[src/rtl/seg7_scan_driver.sv]
// ----------------------------------------------------------------------------
// seg7_scan_driver
//
// Time-multiplexed driver for a DIGITS-wide common-strobe 7-segment display.
// One hex nibble per digit is decoded, and the digits are scanned round-robin.
// Each digit holds its slot for PRESCALE clk cycles. New display words arrive
// on a valid/ready port and are double-buffered: a word waits in the pending
// register and is copied to the active register only at a frame boundary.
// A frame never mixes two words.
//
// Optional feature (compile-time macro):
//   SEG7_LZB_EN  leading-zero blanking. Digits above the most significant
//                nonzero nibble of the active word are dark. Digit 0 is never
//                suppressed. This applies in addition to load_blank.
//
// Parameters:
//   DIGITS          number of digits scanned (>=1); digit 0 = least significant nibble
//   PRESCALE        clk cycles per digit slot (>=2)
//   SEG_ACTIVE_LOW  1: seg outputs inverted (lit segment = 0)
//   DIG_ACTIVE_LOW  1: dig outputs inverted (selected digit = 0)
//
// Ports:
//   clk         in   single clock, rising edge
//   rst_n       in   asynchronous assert, synchronous release, active low
//   load_valid  in   load_data/load_blank present
//   load_ready  out  pending buffer empty; a word is accepted on valid && ready
//   load_data   in   4*DIGITS bits, nibble i -> digit i
//   load_blank  in   DIGITS bits, 1 = force digit i dark
//   enable      in   0 = seg/dig inactive (scan timing keeps running)
//   seg         out  {a,b,c,d,e,f,g}, registered
//   dig         out  one-hot digit strobe, registered
//   frame_done  out  1-cycle pulse in the frame-boundary cycle
// ----------------------------------------------------------------------------
module seg7_scan_driver #(
    parameter int unsigned DIGITS         = 4,
    parameter int unsigned PRESCALE       = 1000,
    parameter bit          SEG_ACTIVE_LOW = 1'b0,
    parameter bit          DIG_ACTIVE_LOW = 1'b0
) (
    input  logic                  clk,
    input  logic                  rst_n,
    input  logic                  load_valid,
    output logic                  load_ready,
    input  logic [4*DIGITS-1:0]   load_data,
    input  logic [DIGITS-1:0]     load_blank,
    input  logic                  enable,
    output logic [6:0]            seg,
    output logic [DIGITS-1:0]     dig,
    output logic                  frame_done
);

    localparam int unsigned PS_W  = (PRESCALE > 1) ? $clog2(PRESCALE) : 1;
    localparam int unsigned IDX_W = (DIGITS > 1) ? $clog2(DIGITS) : 1;

    localparam logic [PS_W-1:0]   PS_LAST  = PS_W'(PRESCALE - 1);
    localparam logic [IDX_W-1:0]  IDX_LAST = IDX_W'(DIGITS - 1);

    // Inactive output levels. These are also the reset values.
    localparam logic [6:0]        SEG_OFF = {7{SEG_ACTIVE_LOW}};
    localparam logic [DIGITS-1:0] DIG_OFF = {DIGITS{DIG_ACTIVE_LOW}};

    // ------------------------------------------------------------------
    // Scan timing
    // ------------------------------------------------------------------
    logic [PS_W-1:0]  prescaler;
    logic [IDX_W-1:0] index;
    logic             tc;
    logic             boundary;

    assign tc         = (prescaler == PS_LAST);
    assign boundary   = tc && (index == IDX_LAST);
    assign frame_done = boundary;

    always_ff @(posedge clk or negedge rst_n) begin
        if (!rst_n) begin
            prescaler <= '0;
            index     <= '0;
        end else begin
            // NOTE: sequential state uses non-blocking assignments only. Every
            // flop then samples pre-edge values, whatever order the blocks run in.
            if (tc) begin
                prescaler <= '0;
                index     <= (index == IDX_LAST) ? '0 : index + 1'b1;
            end else begin
                prescaler <= prescaler + 1'b1;
            end
        end
    end

    // ------------------------------------------------------------------
    // Double buffer: the load port writes pending. Pending moves to active
    // only at a frame boundary. An accept needs an empty pending register,
    // and a transfer needs a full one, so the two never collide. A word
    // accepted in the boundary cycle waits for the next boundary.
    // ------------------------------------------------------------------
    logic [4*DIGITS-1:0] active_data;
    logic [DIGITS-1:0]   active_blank;
    logic [4*DIGITS-1:0] pend_data;
    logic [DIGITS-1:0]   pend_blank;
    logic                pend_full;

    assign load_ready = ~pend_full;

    always_ff @(posedge clk or negedge rst_n) begin
        if (!rst_n) begin
            // NOTE: these are a few plain registers, not a memory array, so a
            // reset costs nothing. Clearing them also makes a mid-frame reset
            // discard stale words.
            active_data  <= '0;
            active_blank <= '1;
            pend_data    <= '0;
            pend_blank   <= '0;
            pend_full    <= 1'b0;
        end else begin
            if (boundary && pend_full) begin
                active_data  <= pend_data;
                active_blank <= pend_blank;
                pend_full    <= 1'b0;
            end else if (load_valid && !pend_full) begin
                pend_data    <= load_data;
                pend_blank   <= load_blank;
                pend_full    <= 1'b1;
            end
        end
    end

    // ------------------------------------------------------------------
    // Leading-zero suppression mask
    // ------------------------------------------------------------------
    logic [DIGITS-1:0] lz_dark;

`ifdef SEG7_LZB_EN
    always_comb begin
        logic upper_zero;
        lz_dark    = '0;
        upper_zero = 1'b1;
        // Walk down from the top digit. A digit is dark while it and every
        // digit above it hold zero. Digit 0 always shows.
        for (int i = DIGITS - 1; i >= 0; i--) begin
            upper_zero = upper_zero && (active_data[i*4 +: 4] == 4'h0);
            lz_dark[i] = upper_zero && (i != 0);
        end
    end
`else
    assign lz_dark = '0;
`endif

    // ------------------------------------------------------------------
    // Current-slot selection and decode
    // ------------------------------------------------------------------
    function automatic logic [6:0] hex_decode(input logic [3:0] nib);
        case (nib)
            4'h0: hex_decode = 7'h7E;
            4'h1: hex_decode = 7'h30;
            4'h2: hex_decode = 7'h6D;
            4'h3: hex_decode = 7'h79;
            4'h4: hex_decode = 7'h33;
            4'h5: hex_decode = 7'h5B;
            4'h6: hex_decode = 7'h5F;
            4'h7: hex_decode = 7'h70;
            4'h8: hex_decode = 7'h7F;
            4'h9: hex_decode = 7'h7B;
            4'hA: hex_decode = 7'h77;
            4'hB: hex_decode = 7'h1F;
            4'hC: hex_decode = 7'h4E;
            4'hD: hex_decode = 7'h3D;
            4'hE: hex_decode = 7'h4F;
            4'hF: hex_decode = 7'h47;
        endcase
    endfunction

    logic [3:0]        cur_nibble;
    logic              cur_dark;
    logic [DIGITS-1:0] dig_onehot;

    always_comb begin
        // NOTE: every signal gets a default before the loop. Without it, any
        // path that skips an assignment would infer a latch.
        cur_nibble = 4'h0;
        cur_dark   = 1'b0;
        dig_onehot = '0;
        for (int i = 0; i < DIGITS; i++) begin
            if (index == IDX_W'(i)) begin
                cur_nibble    = active_data[i*4 +: 4];
                cur_dark      = active_blank[i] || lz_dark[i];
                dig_onehot[i] = 1'b1;
            end
        end
    end

    // ------------------------------------------------------------------
    // Output registers. Polarity is applied here, so the pins come straight
    // from flops and reset lands on the inactive level.
    // ------------------------------------------------------------------
    always_ff @(posedge clk or negedge rst_n) begin
        if (!rst_n) begin
            seg <= SEG_OFF;
            dig <= DIG_OFF;
        end else if (!enable) begin
            seg <= SEG_OFF;
            dig <= DIG_OFF;
        end else begin
            seg <= (cur_dark ? 7'h00 : hex_decode(cur_nibble)) ^ SEG_OFF;
            dig <= dig_onehot ^ DIG_OFF;
        end
    end

endmodule

[config.mk]
export PLATFORM = sky130hd
export DESIGN_NAME = seg7_scan_driver
export DESIGN_NICKNAME = d
export VERILOG_FILES = /design/src/rtl/seg7_scan_driver.sv
export SDC_FILE = /design/constraint.sdc
export NUM_CORES = 1
export LEC_CHECK = 0
export ABC_AREA = 0
export BUFFER_PORTS_ARGS = -buffer_cell sky130_fd_sc_hd__buf_4
export CAP_MARGIN = 20
export CORE_MARGIN = 10
export CORE_UTILIZATION = 40
export CTS_CLUSTER_SIZE = 12
export DETAILED_ROUTE_END_ITERATION = 10
export PLACE_DENSITY_LB_ADDON = 0.1
export RECOVER_POWER = 100
export SYNTH_ARGS = -nofsm -noshare
export SYNTH_HDL_FRONTEND = slang
export SYNTH_SLANG_ARGS = --single-unit
[constraint.sdc]
create_clock -name clk -period 5 [get_ports clk]
set_clock_uncertainty 0.05 [all_clocks]
set_input_delay 0.5 -clock clk [delete_from_list [all_inputs] [get_ports clk]]
set_output_delay 0.5 -clock clk [all_outputs]
set_load 0.03 [all_outputs]
# [Word level (Yosys, flattened, before mapping)]
# Memory sizes are Yosys's and may differ from the RTL's.
# Cells that the tools add are included.
[op_classes] eq_ne=4 n_addsub=2 reduce_logical=7 mux=19 bitwise=2
[op_table] cell="$mux 4" n=5
[op_table] cell="$mux 7" n=2
[op_table] cell="$add 10x1->10 const B" n=1
[op_table] cell="$eq 10x10->1 const B" n=1
[op_table] cell="$mux 1" n=10
[op_table] cell="$mux 10" n=1
[op_table] cell="$eq 2x2->1 const B" n=2
[op_table] cell="$logic_and 1x1->1" n=3
[op_table] cell="$add 2x1->2 const B" n=1
[op_table] cell="$eq 2x1->1 const B" n=1
[op_table] cell="$logic_not 2->1" n=1
[op_table] cell="$mux 2" n=1
[op_table] cell="$not 1->1" n=2
[op_table] cell="$reduce_and 2->1" n=1
[op_table] cell="$reduce_bool 2->1" n=1
[op_table] cell="$logic_not 1->1" n=1
[totals] n_memories=1 rom_bits=112 ff_bits=64 wordCells=44 out_inout_bits=13
[mem_list] memory="(name not given)" depth=16 width=7 rd=1 rd_clocked_by_memory_dff=0 wr=0 line_no="152" source="case (nib)"

# [Logic depth before layout (Yosys ltp)]
# An unclocked memory read counts as a cell.
[depth] depth_word=8 mapped_depth=11

# [Least setup slack after synthesis]
# No wires, ideal clock.
[synth_path] path_type="flip-flop to flip-flop" from="register index[0]" to="register seg[0]" setup_slack_ns=2.846 path_stages_with_launch=11 t_arrival_ns=2.039 setup_time_ns=0.065 path_cell_list="dfrtp_1 ha_1 buf_2 inv_1 nand2_1 o221ai_1 inv_1 ha_1 nand2_1 a21boi_0 o211a_1"
[synth_between] elab_chain_len=8
[synth_lines] element="start: declaration" line_no="66" source="logic [IDX_W-1:0] index;"
[synth_lines] element="start signal: assignment" line_no="83" source="index <= (index == IDX_LAST) ? '0 : index + 1'b1;"
[synth_lines] element="$logic_not 2->1" line_no="183" source="if (index == IDX_W'(i)) begin"
[synth_lines] element="$mux 4 (4 in series)" line_no="183"
[synth_lines] element="$mem_v2 16x7"
[synth_lines] element="$mux 7 *" line_no="203" source="seg <= (cur_dark ? 7'h00 : hex_decode(cur_nibble)) ^ SEG_OFF;"
[synth_lines] element="$mux 7 *" line_no="199" source="end else if (!enable) begin"
[synth_lines] element="end signal: assignment" line_no="203"
[synth_lines] element="end: declaration" line_no="47" source="output logic [6:0] seg,"
# Mark *: on every way between the ends. The rest lies on a longest branch, timed or not.
# A chain may end at the register's enable or synchronous reset.

# [Final worst setup path]
[layout_path] from="register prescaler[0]" to="register active_data[9]"
[layout_between] elab_chain_len=3
[layout_lines] element="start: declaration" line_no="65" source="logic [PS_W-1:0] prescaler;"
[layout_lines] element="start signal: assignment" line_no="85" source="prescaler <= prescaler + 1'b1;"
[layout_lines] element="$eq 10x10->1" line_no="70" source="assign tc = (prescaler == PS_LAST);"
[layout_lines] element="$logic_and 1x1->1" line_no="71" source="assign boundary = tc && (index == IDX_LAST);"
[layout_lines] element="$logic_and 1x1->1" line_no="115" source="if (boundary && pend_full) begin"
[layout_lines] element="end signal: assignment" line_no="116" source="active_data <= pend_data;"
[layout_lines] element="end: declaration" line_no="96" source="logic [4*DIGITS-1:0] active_data;"
# Every way passes these cells.

==> summary.txt <==
Met2 WL post-DR = 2.38 mm
Top_reg_cell synth = dfrtp_1
Cts bufs inserted = 9
Final net count = 305
Total Neg Setup Slack = 0 ns
DRT iter0 DRCs = 93
Hold Path Class = input pin to asynchronous set/reset pin
Slew HR = 15.6%
GPL Wtd Cong = 0.769
Setup crit end = active_data[9]
Unrepaired setup endpoints after global routing = false
Clk sinks = 64
Post-synth EDFFs = 0
Initial antenna violation count = 0
Async S/R FF share, synth = 100%
Most frequent CP cell = and3_1
Commonest non-fill, non-tap cell in the layout = dfrtp_1
CTS tree = done
# setup viols final = 0
Worst reg2reg endpoint = active_data[9]
DRC Markers = 0
Critical Path Sink Type = register
Crit path max fanout = 21
FF-to-FF setup slack = 2.05 ns
Antenna-violating nets left = 0
R2R Path Start = prescaler[0]
Port-buffer cells = 36
Final hold vios = 0
Met1 Wirelength = 2.58 mm
Post-synthesis cell count = 230
Setup crit start = prescaler[0]
Vias in the first global route = 1853
Pleak = 0.00157 uW
CP peak stage delay = 0.83 ns
Setup crit start kind = register
Post-synthesis net count = 265
Period utilization = 59.0%
Initial Util = 41.0%
CTS Root Cell = clkbuf_8
Actual slew at the worst max-slew pin = 1.26 ns
Gr ovfl total = 0
DIE HEIGHT = 106 um
Area growth, synth to finish = 13.0%
Die area = 0.0113 mm^2
Clock Pin Slew Worst Setup and Hold Paths = 0.07 ns
Critical Path RT = 5.16 ns
Worst setup path class = register to register
Pins Over Slew Limit = 0
IO Pins = 37
WP data arrival = 3.12 ns
Slowest CP cell = and3_1
TritonRoute pass-1 iters = 6
Final Critical Period = 2.95 ns
Register area share after synthesis = 54.0%
Via count = 1799
GR Util All Layers = 10.1%
Post-CTS Setup Inserts = 0
Overall routed net length = 5.37 mm
Status = finished clean
Met3 WL post-DR = 343 um
Pin count of the biggest net entering global routing = 65
DR top layer = met4
Yosys cell types = 42
Finished Core Util = 46.4%
Die X-Extent = 106 um
Number of fill cells in the layout = 716
Yosys warns = 0
Placeable Area = 0.00725 mm^2
Most frequent cells in the layout = dfrtp_1, buf_4, mux2_2, mux2_1, nand2_1
Hold buffer count at CTS = 0
Post-DP HPWL = 3.83 mm
Skew-Pair Late Insertion Delay = 0.34 ns
CP Cell Sequence = ha_1, nand2_2, nor4b_1, and3_1, and3_1, mux2_1
Fmax = 339 MHz
Synthesized area per cell = 12.9 um^2
Htree depth = 3
Detailed-route wire length per cell = 14.4 um
Antenna fix cells = 0
Max cap viols = 0
Worst reg-to-reg path cell count = 6
PwrDens = 310 mW/mm^2
Clock Tree Buf Depth = 2
Post-CTS sizing = 0
Layout cells sized above 1 = 24.4%
VDD IR max = 183 uV
Site Rows = 31
Synth Cell Area = 0.00298 mm^2
First-pass GRT wire length = 9.11 mm
Synthesis-stage register bit count = 64
Vias per Instance = 4.81
==> layout make-up <==
class	instances	area [um^2]	area share (%)
sequential	64	1610	47.8
timing repair buffer	37	229	6.81
clock inverter	3	40.0	1.19
clock buffer	13	159	4.73
inverter	8	30.0	0.893
tap	99	124	3.68
multi-input combinational	150	1170	34.9
==> routing by layer <==
layer	GRT usage, %	up-vias
met5	0	-
met4	3.48	0
met3	5.68	6
met2	14.6	35
met1	12.5	876
li1	-	882
==> cells in the mapped netlist, types with 3 or more instances <==
cell type  number  area (um^2)
inv_1           8         30.0
mux2_4         19          285
mux2_2         21          236
and2_1          5         31.3
dfstp_2         4          105
nand2_1        16         60.1
dfrtp_1        60         1500
nor2b_1         4         25.0
a21oi_1         6         30.0
nor2_1         14         52.6
xor2_1          4         35.0
nand3_1         9         45.0
xnor2_1         3         26.3
o21ai_0         8         40.0
ha_1           11          138
buf_2           4         20.0
nand3b_1        3         22.5
==> critical path, delay by kind of cell (launching register included) <==
kind | cells | cell delay (ns)
adders and majority gates | 1 | 0.24
DFF | 1 | 0.38
muxes | 1 | 0.39
and+or+nand+nor | 4 | 1.75
==> metrics by stage <==
step                worst slack (ns)  total power (uW)  area, um^2  hold WS (ns)  instances
floorplan                       2.85               583        2980         0.154        230
global placement                2.57               616        3310         0.421        358
detailed placement              2.52               617        3310         0.427        358
CTS                             2.42              1070        3510         0.211        374
global route                    1.67              1090        3360         0.235        374
finish                          2.05              1040        3360         0.181        374
==> flip-flops by register name (all words and copies together) (netlist names) <==
name / cells
active_data: 16
pend_data: 16
prescaler: 10
seg: 7
active_blank: 4
dig: 4
pend_blank: 4
index: 2
pend_full: 1
==> worst min path at each step <==
stage                           endpoint  cells past startpoint
after floorplan           active_data[0]                      0
after global placement      prescaler[0]                      1
after detailed placement    prescaler[9]                      1
after CTS                   prescaler[2]                      1
after global routing        prescaler[2]                      1
final                       prescaler[5]                      1
==> where the power goes <==
part / internal [uW] / leakage (uW) / switching [uW]
Clock: 256 / 0.000103 / 186
Sequential: 540 / 0.000812 / 9.71
Combinational: 27.6 / 0.000659 / 24.9
Total: 823 / 0.00157 / 220
==> cells by family (layout without fill, tap and decap cells) <==
logic type,Yosys count,in the layout,share of synthesized area [%]
flops,64,64,54.0
compound gates,30,30,7.23
mux,41,41,17.9
buf+inv,16,61,3.28
simple gates,61,61,10.9
fa+ha+maj,11,11,4.63
xor+xnor,7,7,2.06
Note: power is estimated with default switching activity, not from simulation.
